File: src/rtl/neuron_pkg.sv
// Shared types and helpers for the sequential perceptron neuron: FSM states,
// width helpers, sign-magnitude <-> two's complement conversion, saturation limits.
package neuron_pkg;

    typedef enum logic [1:0] {
        ST_IDLE,
        ST_ACCUM,
        ST_DRAIN,
        ST_FINAL
    } state_t;

    function automatic int word_width(int sign_bits, int q_m, int q_n);
        return sign_bits + q_m + q_n;
    endfunction

    // Headroom for the bias plus N full-scale products, so the sum never wraps.
    function automatic int acc_width(int w, int n_inputs);
        return w + 1 + $clog2(n_inputs + 1);
    endfunction

    function automatic int cnt_width(int n_inputs);
        return (n_inputs > 1) ? $clog2(n_inputs) : 1;
    endfunction

    function automatic logic [63:0] mag_limit(int mag_bits);
        return (64'd1 << mag_bits) - 64'd1;
    endfunction

    function automatic logic signed [63:0] sat_hi(int mag_bits);
        return signed'(mag_limit(mag_bits));
    endfunction

    function automatic logic signed [63:0] sat_lo(int mag_bits);
        return -signed'(mag_limit(mag_bits));
    endfunction

    // Sign bit sits directly above the magnitude field.
    function automatic logic signed [63:0] sm_to_tc(logic [63:0] sm, int mag_bits);
        logic signed [63:0] mag;
        mag = signed'(sm & mag_limit(mag_bits));
        return sm[mag_bits] ? -mag : mag;
    endfunction

    // A zero magnitude never carries a sign, so -0 cannot be produced.
    function automatic logic [63:0] tc_to_sm(logic signed [63:0] v, int mag_bits);
        logic [63:0] mag;
        logic        neg;
        neg = (v < 64'sd0);
        mag = neg ? -v : v;
        mag = mag & mag_limit(mag_bits);
        return (neg && (mag != 64'd0)) ? (mag | (64'd1 << mag_bits)) : mag;
    endfunction

endpackage

File: src/rtl/neuron_mac_product.sv
// Sign-magnitude fixed-point multiplier: truncates toward zero, saturates the
// magnitude on overflow. Output register present when NEURON_MAC_PIPE_EN is defined.
module neuron_mac_product #(
    parameter int Q_M = 15,
    parameter int Q_N = 16
) (
`ifdef NEURON_MAC_PIPE_EN
    input  logic                   clk,
    input  logic                   rst,
    input  logic                   in_valid,
    output logic                   p_valid,
`endif
    input  logic [Q_M+Q_N:0]       x,
    input  logic [Q_M+Q_N:0]       w,
    output logic [Q_M+Q_N:0]       p,
    output logic                   p_ovf
);
    localparam int MW = Q_M + Q_N;

    logic [MW-1:0]   mx;
    logic [MW-1:0]   mw;
    logic [2*MW-1:0] full;
    logic [2*MW-1:0] shr;
    logic [MW-1:0]   mag;
    logic            ovf_c;
    logic            sgn;
    logic [MW:0]     p_c;

    assign mx    = x[MW-1:0];
    assign mw    = w[MW-1:0];
    assign full  = {{MW{1'b0}}, mx} * {{MW{1'b0}}, mw};
    assign shr   = full >> Q_N;
    assign ovf_c = |shr[2*MW-1:MW];
    assign mag   = ovf_c ? '1 : shr[MW-1:0];
    assign sgn   = (x[MW] ^ w[MW]) & (|mag);
    assign p_c   = {sgn, mag};

`ifdef NEURON_MAC_PIPE_EN
    always_ff @(posedge clk or posedge rst) begin
        if (rst) begin
            p_valid <= 1'b0;
            p       <= '0;
            p_ovf   <= 1'b0;
        end else begin
            p_valid <= in_valid;
            if (in_valid) begin
                p     <= p_c;
                p_ovf <= ovf_c;
            end
        end
    end
`else
    assign p     = p_c;
    assign p_ovf = ovf_c;
`endif

endmodule

File: src/rtl/neuron_mac.sv
// Sequential N-input perceptron: bias on start, then N (x,w) beats through one MAC,
// saturated sign-magnitude sum and step activation. NEURON_MAC_PIPE_EN adds a product stage.
module neuron_mac
    import neuron_pkg::*;
#(
    parameter int N_INPUTS = 4,
    parameter int SIGN     = 1,
    parameter int Q_M      = 15,
    parameter int Q_N      = 16
) (
    input  logic                                 clk,
    input  logic                                 rst,
    input  logic                                 start_in,
    input  logic [word_width(SIGN,Q_M,Q_N)-1:0] wb_in,
    input  logic [word_width(SIGN,Q_M,Q_N)-1:0] x_in,
    input  logic [word_width(SIGN,Q_M,Q_N)-1:0] w_in,
    input  logic                                 x_valid_in,
    output logic                                 x_ready_out,
    output logic                                 busy_out,
    output logic                                 done_out,
    output logic [word_width(SIGN,Q_M,Q_N)-1:0] sum_out,
    output logic                                 out,
    output logic                                 overflow_out
);
    localparam int W  = word_width(SIGN, Q_M, Q_N);
    localparam int MW = Q_M + Q_N;
    localparam int AW = acc_width(W, N_INPUTS);
    localparam int CW = cnt_width(N_INPUTS);

    state_t               state_reg, state_next;
    logic signed [AW-1:0] acc_reg, acc_next;
    logic [CW-1:0]        cnt_reg, cnt_next;
    logic                 ovf_reg, ovf_next;
    logic [W-1:0]         sum_reg, sum_next;
    logic                 res_ovf_reg, res_ovf_next;
    logic                 out_reg, out_next;
    logic                 done_reg, done_next;

    logic                 beat_acc;
    logic                 add_en;
    logic [W-1:0]         p_sm;
    logic                 p_ovf;
    logic signed [AW-1:0] p_tc;
    logic signed [AW-1:0] bias_tc;
    logic signed [63:0]   acc_wide;
    logic signed [63:0]   acc_sat;
    logic                 clamp_hit;
    logic [W-1:0]         fin_sm;

    assign beat_acc = (state_reg == ST_ACCUM) && x_valid_in;

`ifdef NEURON_MAC_PIPE_EN
    localparam state_t LAST_BEAT_NEXT = ST_DRAIN;
    logic p_valid;

    neuron_mac_product #(.Q_M(Q_M), .Q_N(Q_N)) u_product (
        .clk      (clk),
        .rst      (rst),
        .in_valid (beat_acc),
        .p_valid  (p_valid),
        .x        (x_in),
        .w        (w_in),
        .p        (p_sm),
        .p_ovf    (p_ovf)
    );
    assign add_en = p_valid;
`else
    localparam state_t LAST_BEAT_NEXT = ST_FINAL;

    neuron_mac_product #(.Q_M(Q_M), .Q_N(Q_N)) u_product (
        .x     (x_in),
        .w     (w_in),
        .p     (p_sm),
        .p_ovf (p_ovf)
    );
    assign add_en = beat_acc;
`endif

    // The bias input is fixed at +1.0, so its product is the bias weight itself.
    assign p_tc    = AW'(sm_to_tc(64'(p_sm), MW));
    assign bias_tc = AW'(sm_to_tc(64'(wb_in), MW));

    always_comb begin
        acc_wide  = 64'(acc_reg);
        acc_sat   = acc_wide;
        clamp_hit = 1'b0;
        if (acc_wide > sat_hi(MW)) begin
            acc_sat   = sat_hi(MW);
            clamp_hit = 1'b1;
        end else if (acc_wide < sat_lo(MW)) begin
            acc_sat   = sat_lo(MW);
            clamp_hit = 1'b1;
        end
        fin_sm = W'(tc_to_sm(acc_sat, MW));
    end

    always_comb begin
        state_next   = state_reg;
        acc_next     = acc_reg;
        cnt_next     = cnt_reg;
        ovf_next     = ovf_reg;
        sum_next     = sum_reg;
        res_ovf_next = res_ovf_reg;
        out_next     = out_reg;
        done_next    = 1'b0;

        if (add_en) begin
            acc_next = acc_reg + p_tc;
            if (p_ovf) ovf_next = 1'b1;
        end

        case (state_reg)
            ST_IDLE: begin
                if (start_in) begin
                    acc_next   = bias_tc;
                    cnt_next   = '0;
                    ovf_next   = 1'b0;
                    state_next = ST_ACCUM;
                end
            end
            ST_ACCUM: begin
                if (beat_acc) begin
                    cnt_next = cnt_reg + 1'b1;
                    if (cnt_reg == CW'(N_INPUTS - 1)) state_next = LAST_BEAT_NEXT;
                end
            end
            ST_DRAIN: state_next = ST_FINAL;
            ST_FINAL: begin
                sum_next     = fin_sm;
                res_ovf_next = ovf_reg | clamp_hit;
                out_next     = ~fin_sm[W-1] & (|fin_sm[MW-1:0]);
                done_next    = 1'b1;
                state_next   = ST_IDLE;
            end
            default: state_next = ST_IDLE;
        endcase
    end

    always_ff @(posedge clk or posedge rst) begin
        if (rst) begin
            state_reg   <= ST_IDLE;
            acc_reg     <= '0;
            cnt_reg     <= '0;
            ovf_reg     <= 1'b0;
            sum_reg     <= '0;
            res_ovf_reg <= 1'b0;
            out_reg     <= 1'b0;
            done_reg    <= 1'b0;
        end else begin
            state_reg   <= state_next;
            acc_reg     <= acc_next;
            cnt_reg     <= cnt_next;
            ovf_reg     <= ovf_next;
            sum_reg     <= sum_next;
            res_ovf_reg <= res_ovf_next;
            out_reg     <= out_next;
            done_reg    <= done_next;
        end
    end

    assign x_ready_out  = (state_reg == ST_ACCUM);
    assign busy_out     = (state_reg != ST_IDLE);
    assign done_out     = done_reg;
    assign sum_out      = sum_reg;
    assign out          = out_reg;
    assign overflow_out = res_ovf_reg;

endmodule

File: config.mk
export PLATFORM = sky130hd
export DESIGN_NAME = neuron_mac
export DESIGN_NICKNAME = d
export VERILOG_FILES = /design/src/rtl/neuron_pkg.sv /design/src/rtl/neuron_mac_product.sv /design/src/rtl/neuron_mac.sv
export SDC_FILE = /design/constraint.sdc
export NUM_CORES = 2
export LEC_CHECK = 0
export ABC_AREA = 1
export CAP_MARGIN = 20
export CORE_MARGIN = 2
export CORE_UTILIZATION = 40
export DETAILED_ROUTE_END_ITERATION = 6
export SYNTH_ARGS = -nofsm -noshare
export SYNTH_HDL_FRONTEND = slang
export SYNTH_SLANG_ARGS = --single-unit
File: constraint.sdc
create_clock -name clk -period 4.9 [get_ports clk]
set_input_delay 0.49 -clock clk [delete_from_list [all_inputs] [get_ports clk]]
set_output_delay 0.49 -clock clk [all_outputs]
set_load 0.1 [all_outputs]
==> run metrics <==
status complete, but fails checks; failing checks negative setup slack; num rows 117; fin nets 7,647; Synth cell types 57; Detailed Route Iter0 Violations 2,497; syn_area_per_cell 7.22 µm²; EDFF count, synth 0; Critical Path AT 10.77 ns; Clock Latency Late Sink 0.35 ns; Critical Path RT 5.16 ns; Crit Path Max Fanout 7; initial antenna violation count 2; hold path cells 2; period utilization 215%; GPL Wtd Cong 0.946; GRT Util Overall 27.7%; met2 wire len 66,200 µm; IO Count 137; CTS Hold Bufs 0; Initial Util 40.3%; Synth area leader fa_1; Yosys reg bits 76; Setup-failing EPs final 37; fin worst setup slack -5.61 ns; Hold/Removal Path Class flip-flop to flip-flop; slew margin rel. 27.1%; ranking of synthesized cells by area fa_1 (41%), inv_1 (15%), nand2_1 (14%); CTS tree yes; die height 324 µm; Reg2Reg Depth 23; worst setup path class input pin to flip-flop; Largest register FFs 36; Worst setup startpoint w_in[15]; CTS buffer count 9; Metal-1 WL 59,300 µm; clock skew 0.00864 ns; DR WL met3 11,000 µm; Ys Warns 0; maximum clock rate 0.0951 GHz; reg2reg start acc_reg[12]; largest net degree at the start of global routing 53; Final Hold Vio Count 0; worst-margin pin slew 1.09 ns; top post-synthesis cells by count inv_1 (1,651), nand2_1 (1,543), fa_1 (837); hold_sp sum_out[12]; Num Clock Sinks 76; drt pass-1 iters 5; detailed-route via count 38,242; Die Wd 324 µm; dpl hpwl 107,000 µm; number of port buffers 136; Area growth syn-to-layout 33.2%; Final min period 10.51 ns; Synth Flop Type dfrtp_1; Worst-path clk slew 0.06 ns; number of vias per cell 4.91; largest stage delay on the critical path 0.60 ns; nature of the critical path endpoint flip-flop; Filler cells 9,478; die area 105,000 µm²; drt total wl 141,000 µm; Syn Nets 6,900; Root Buffer Master clkbuf_16; Max Slew Vio Count 0; sequential element share of the synthesized area 4.65%; vias in the first global route 40,726; DRC 0; post-synth top area share 41.0%; Crit-path slowest cell fa_1; total gr overflow 0; Routed Antenna Nets 0; RSZ-0062 raised after global routing yes; dominant cell by count in the synthesized netlist inv_1; FFs w/ async S/R, synth 100%; max-cap viol count 0; clock buffer depth 2; DR top layer met5; first-pass GRT wire length 226,000 µm; H-Tree Level Count 3; synthesized area 40,900 µm²; ratio of cells with drive above 1 in the final layout 22.0%; Post-Syn Instances 5,667; fin util 53.6%; CP Launch Type input pin; Core ar. 102,000 µm²; DR WL/cell 18.2 µm
==> area by class of cell <==
class	instances	area (µm²)	area share, %
multi-input combinational	3689	34500	63.3
timing repair buffer	964	9790	18.0
inverter	1674	6290	11.6
sequential	76	1900	3.49
tap	1368	1710	3.14
clock buffer	11	243	0.446
clock inverter	5	35.0	0.0643
antenna	1	2.50	0.00460
==> metrics by stage <==
| step | setup slack (ns) | TNS, ns | instance area [µm²] | instances | hold WS (ns) |
|---|---|---|---|---|---|
| 6_report | -5.61 | -182.44 | 54500 | 7788 | 0.480 |
| 5_1_grt | -6.14 | -199.08 | 54500 | 7787 | 0.496 |
| 4_1_cts | -5.49 | -179.71 | 53600 | 7757 | 0.482 |
| 3_5_place_dp | -6.49 | -213.37 | 49300 | 7574 | 0.465 |
| 3_3_place_gp | -6.34 | -209.23 | 49300 | 7574 | 0.464 |
| 2_1_floorplan | -5.11 | -158.39 | 41500 | 5667 | 0.451 |
==> metal layers <==
layer / vias up / track usage [%]
li1: 17760 / -
met1: 18843 / 37.0
met2: 1321 / 46.7
met3: 314 / 4.66
met4: 4 / 7.12
met5: - / 0
==> layout by cell type, fill, tap and decap left out, types with 69 or more instances in the layout <==
master / count
nand2_2: 71
o21ai_0: 91
clkdlybuf4s50_1: 79
nand2_1: 1446
dfrtp_1: 76
nor2_1: 193
fa_1: 787
buf_4: 647
nand3_1: 69
xor2_1: 73
a21oi_1: 124
ha_1: 228
buf_12: 102
inv_1: 1607
==> path summary, 6_finish.rpt <==
path / end / slack, ns
setup / recovery: acc_reg[32] / -5.61
hold / removal: sum_out[12] / 0.48
setup reg to reg: sum_out[31] / 0.43
hold reg to reg: sum_out[12] / 0.48
max in group asynchronous: acc_reg[31] / 3.23
min in group asynchronous: sum_out[29] / 0.63
==> critical path: cells and delay by family <==
family	cells	cell delay (ns)
AO/OA/AOI/OAI	8	1.26
XOR/XNOR	1	0.15
adder cells (fa/ha/maj)	11	4.90
buffers and inverters	12	1.40
AND/OR/NAND/NOR	28	2.61
==> repair_timing <==
action                                  CTS  global route
endpoints found under the hold margin     0             0
pin swaps                               235           202
resized for setup                       654           222
setup buffers                           128            41
cloned                                   41             2
endpoints found under the setup margin   37            39
==> logic make-up (layout without fill, tap and decap cells) <==
logic type                 Yosys count  after routing  share of synthesized area [%]
AOI/OAI and AO/OA                  426            426                           5.70
and+or+nand+nor                   2017           2017                           19.7
other                                0              1                              0
xor gates and xnor gates           113            113                           2.42
adders and majority gates         1133           1133                           50.0
DFF                                 76             76                           4.65
buffers and inverters             1902           2654                           17.5
Power is not shown: default switching activity piles up to over one toggle a cycle in this logic, so the estimate is an artifact.
